$ cat config.mk
export PLATFORM = sky130hd
export DESIGN_NAME = fifo_uart_tx
export DESIGN_NICKNAME = d
export VERILOG_FILES = /design/src/rtl/uart_pkg.sv /design/src/rtl/fifo_uart_tx_baud_counter.sv /design/src/rtl/fifo_uart_tx.sv
export SDC_FILE = /design/constraint.sdc
export NUM_CORES = 1
export LEC_CHECK = 0
export ABC_AREA = 1
export CAP_MARGIN = 20
export CORE_MARGIN = 1.5
export CORE_UTILIZATION = 54
export CTS_BUF_LIST = sky130_fd_sc_hd__clkbuf_4 sky130_fd_sc_hd__clkbuf_8
export DETAILED_ROUTE_END_ITERATION = 12
export GPL_ROUTABILITY_DRIVEN = 0
export PLACE_DENSITY_LB_ADDON = 0.12
export SETUP_SLACK_MARGIN = 0.02
export SLEW_MARGIN = 10
export SYNTH_ARGS = -nofsm -noshare
export SYNTH_HDL_FRONTEND = slang
export SYNTH_SLANG_ARGS = --single-unit
$ cat constraint.sdc
create_clock -name clk -period 2.2 [get_ports clk]
set_clock_uncertainty 0.05 [all_clocks]
set_input_delay 0.44 -clock clk [delete_from_list [all_inputs] [get_ports clk]]
set_output_delay 0.44 -clock clk [all_outputs]
set_load 0.03 [all_outputs]
$ cat src/rtl/uart_pkg.sv
// Shared UART definitions: FSM state encoding, default baud divisor
// and the bit-index width helper used by the transmitter and receiver.
package uart_pkg;

   typedef logic [1:0] state_t;

   localparam state_t ST_IDLE  = 2'd0;
   localparam state_t ST_START = 2'd1;
   localparam state_t ST_DATA  = 2'd2;
   localparam state_t ST_STOP  = 2'd3;

   // 50 MHz system clock, 9600 baud
   localparam int BAUD_DIV_DEF = 5208;

   function automatic int idx_w(input int b);
      return (b > 1) ? $clog2(b) : 1;
   endfunction

endpackage

$ cat src/rtl/fifo_uart_tx_baud_counter.sv
// Free-running bit-period counter, 0..BAUD_DIV-1, with synchronous clear.
// tick marks the last cycle of each bit period.
module baud_counter #(
   parameter int BAUD_DIV = 5208
) (
   input  logic clk,
   input  logic reset_n,
   input  logic clr,
   output logic tick
);

   localparam int CW = $clog2(BAUD_DIV);
   localparam logic [CW-1:0] LAST = CW'(BAUD_DIV - 1);

   logic [CW-1:0] cnt_q;

   assign tick = (cnt_q == LAST);

   always_ff @(posedge clk or negedge reset_n) begin
      if (!reset_n) begin
         cnt_q <= '0;
      end else if (clr || tick) begin
         cnt_q <= '0;
      end else begin
         cnt_q <= cnt_q + 1'b1;
      end
   end

endmodule

$ cat src/rtl/fifo_uart_tx.sv
// UART transmitter that drains a FIFO read port, one frame per popped
// byte, streaming back-to-back frames with a single idle cycle between.
module fifo_uart_tx
   import uart_pkg::*;
#(
   parameter int B        = 8,
   parameter int BAUD_DIV = BAUD_DIV_DEF,
   parameter int SB       = 1
) (
   input  logic         clk,
   input  logic         reset_n,
   input  logic         tx_en,
   input  logic         empty,
   input  logic [B-1:0] r_data,
   output logic         rd,
   output logic         tx,
   output logic         tx_busy,
   output logic         tx_done_tick
);

   localparam int IW = idx_w(B);
   localparam logic [IW-1:0] LAST_IDX = IW'(B - 1);
   localparam logic STOP_LAST = (SB == 2);

   state_t        state_q;
   logic [B-1:0]  sh_q;
   logic [B-1:0]  sh_nx;
   logic [IW-1:0] idx_q;
   logic          stop_q;
   logic          tx_q;
   logic          start;
   logic          tick;

   // Pop is held off while reset is asserted so no byte is lost then
   assign start = reset_n && (state_q == ST_IDLE) && tx_en && !empty;
   assign sh_nx = sh_q >> 1;

   assign rd           = start;
   assign tx           = tx_q;
   assign tx_busy      = (state_q != ST_IDLE);
   assign tx_done_tick = (state_q == ST_STOP) && tick
                         && (stop_q == STOP_LAST);

   baud_counter #(
      .BAUD_DIV(BAUD_DIV)
   ) u_baud (
      .clk    (clk),
      .reset_n(reset_n),
      .clr    (start),
      .tick   (tick)
   );

   always_ff @(posedge clk or negedge reset_n) begin
      if (!reset_n) begin
         state_q <= ST_IDLE;
         sh_q    <= '0;
         idx_q   <= '0;
         stop_q  <= 1'b0;
         tx_q    <= 1'b1;
      end else begin
         case (state_q)
            ST_IDLE: begin
               if (start) begin
                  sh_q    <= r_data;
                  idx_q   <= '0;
                  stop_q  <= 1'b0;
                  tx_q    <= 1'b0;
                  state_q <= ST_START;
               end
            end
            ST_START: begin
               if (tick) begin
                  tx_q    <= sh_q[0];
                  state_q <= ST_DATA;
               end
            end
            ST_DATA: begin
               if (tick) begin
                  if (idx_q == LAST_IDX) begin
                     tx_q    <= 1'b1;
                     state_q <= ST_STOP;
                  end else begin
                     sh_q  <= sh_nx;
                     tx_q  <= sh_nx[0];
                     idx_q <= idx_q + 1'b1;
                  end
               end
            end
            default: begin
               if (tick) begin
                  if (stop_q == STOP_LAST) begin
                     state_q <= ST_IDLE;
                  end else begin
                     stop_q <= 1'b1;
                  end
               end
            end
         endcase
      end
   end

endmodule

==> qor.csv <==
stage,metric,value,unit
run_status,run_status,"finished, final reports clean",
job,maxCapViolCount,0,
yosys,avgSynthCellArea,8.64,um^2
critical_path,worst_ep_arrival_time,1.57,ns
sta,fin_crit,2.06,ns
global_route,grt_overflow,0,
drt,routedWlPerCell,12.0,um
sta,timing.hold.ws,0.418,ns
yosys,yosys.area.top_type,dfrtp_1,
final_layout,diodes,0,
global_route,grt_pass1_vias,1233,
floorplanning,die_height,56.1,um
clocking,clk_pin_slew,0.15,ns
drt,vias_per_cell,5.13,
yosys,synth.net_count,196,
critical_path,cp-start-kind,flip-flop,
final_layout,post-route-util,0.651,
clocking,cts_root_buf,clkbuf_4,
sta,slew_viol_final,0,
critical_path,r2r_slack,0.43,ns
global_route,grt_max_degree,28,
floorplanning,row_count,19,
yosys,synth-seq-cells,27,
floorplanning,start_util,0.561,
sta,fmax,0.484,GHz
pwr,leakage,0.855,nW
global_route,antenna_found_initial,0,
sta,finalHoldViolCount,0,
global_route,grt_pass1_wl,5.08,mm
floorplanning,die_w,56.1,um
critical_path,criticalPathCategory,reg -> out,
drt,drt_wl_total,2.78,mm
sta,setup_viol,0,
floorplanning,num_io_pins,16,
yosys,synth_cell_type_count,27,
sta,min_period_over_period,0.938,
clocking,cts.sinks,27,
drt,drt-initial-drc-count,29,
critical_path,crit_fanout,5,
clocking,numCtsBuffers,3,
critical_path,cp-end-kind,output pin,
yosys,yosysWarnings,0,
floorplanning,core_area,2710,um^2
clocking,ctsHoldBuffers,0,
sta,grt_setup_unrepaired,false,
clocking,h-tree-depth,1,
sta,setup_tns,0,ns
final_layout,nNetsFinal,221,
sta,slew_headroom,0.768,
floorplanning,dieArea,3140,um^2
yosys,netlist_instances,176,
sta,worst_pin_slew,0.347,ns
pwr,power_density,1160,nW/um^2
yosys,synthTopCellsByArea,"dfrtp_1 (43%), nand2_1 (10%), o21ai_2 (6.9%)",
drt,drc_errors,0,
placement,dp_hpwl,2.04,mm
drt,first_pass_iters,4,
pwr,vdd_drop_max,0.000934,V
drt,vias,1186,
clocking,clk_latency,0.32,ns
pwr,total_power,2.05,mW
drt,antenna_left,0,
clocking,cts_buffer_depth,2,
global_route,track_usage,0.201,
yosys,synth.cell_area,1520,um^2
final_layout,drive_gt1_frac,0.195,
min_path,hold_path.class,reg -> reg,
yosys,synth_top_area_frac,0.428,
placement,io_buffers,15,
clocking,tritoncts,yes,
critical_path,cp.required,1.71,ns
final_layout,area_growth,16.0,%
yosys,ys_seq_area_frac,0.445,
-- synth_stat cells (all sizes together) --
cell    instances
a21oi           5
nand3           9
nor4            1
o21a            1
ha              8
nand3b          1
nor3b           4
nand4           2
or2             2
inv            21
nand2          41
dfrtp          26
nor3            9
nor2           16
mux2i           6
dfstp           1
buf             4
o21ai          15
a21boi          2
xor2            2
-- what timing repair did --
action,CTS,global route
hold endpoints to repair,0,0
pin swaps,0,1
setup endpoints to repair,2,2
setup buffers,0,3
gates resized for setup,4,3
-- cells in the final DEF, fill, tap and decap left out, types with 2 or more instances in the layout --
master / n
nand2_1: 41
dfrtp_1: 25
nor2_1: 16
inv_1: 15
o21ai_2: 12
clkdlybuf4s50_1: 12
buf_4: 10
nor3_1: 8
ha_1: 8
nand3_1: 7
inv_2: 6
mux2i_1: 6
a21oi_1: 5
nor3b_1: 4
o21ai_1: 3
clkbuf_4: 3
nand4_1: 2
nand3_2: 2
xor2_1: 2
-- critical path, cell delays in order, from the launching register on --
cell and delay [ns]:
dfrtp_2 0.47, inv_1 0.10, ha_1 0.17, buf_4 0.13, nand4_1 0.14, inv_1 0.10
buf_4 0.15
-- cell type report --
| type | count | area (um^2) |
|---|---|---|
| clock inverters | 1 | 5.00 |
| clock buffers | 3 | 22.5 |
| fillers | 241 | 945 |
| well taps | 31 | 38.8 |
| multi-input cells | 124 | 733 |
| repair buffers | 24 | 209 |
| flip-flops and latches | 27 | 678 |
| inverters | 21 | 78.8 |
-- logic make-up (layout without fill, tap and decap cells) --
family,after synthesis,count (layout),share of synthesized area
muxes,6,6,0.0395
DFF,27,27,0.445
AOI/OAI and AO/OA,23,23,0.110
buffers and inverters,25,49,0.0732
adders and majority gates,8,8,0.0658
xor gates and xnor gates,2,2,0.0115
and+or+nand+nor,85,85,0.255
-- through the flow --
| stage | cells | setup WS [ns] | area, um^2 |
|---|---|---|---|
| floorplan | 176 | 0.447 | 1520 |
| finish | 231 | 0.136 | 1770 |
| CTS | 228 | 0.0815 | 1750 |
| detailed placement | 224 | 0.0942 | 1720 |
| global route | 231 | 0.0123 | 1770 |
| global placement | 224 | 0.118 | 1720 |
-- where the power goes --
part | total, mW | internal (mW) | switching (mW)
Combinational | 1.03 | 0.427 | 0.606
Sequential | 0.796 | 0.677 | 0.119
Clock | 0.218 | 0.0681 | 0.149
-- final timing paths --
check | from | endpoint | depth (start not counted)
worst min register to register | u_baud.cnt_q[0] | u_baud.cnt_q[0] | 1
worst min-delay path | u_baud.cnt_q[0] | u_baud.cnt_q[0] | 1
min in group asynchronous | reset_n | u_baud.cnt_q[1] | 2
worst max register to register | state_q[1] | sh_q[3] | 8
worst max-delay path | state_q[0] | rd | 6
max in group asynchronous | reset_n | tx | 2
-- per-layer routing --
metal,track usage,part of all wire
met2,0.348,0.50
met1,0.257,0.47
met4,0.0782,0.0061
met5,0,0
met3,0.0233,0.019
-- flip-flops by register name, indices dropped and copies added, names as in the netlist --
signal        count
idx_q             3
sh_q              8
state_q           2
tx                1
u_baud.cnt_q     13
(Power assumes the default switching activity.)
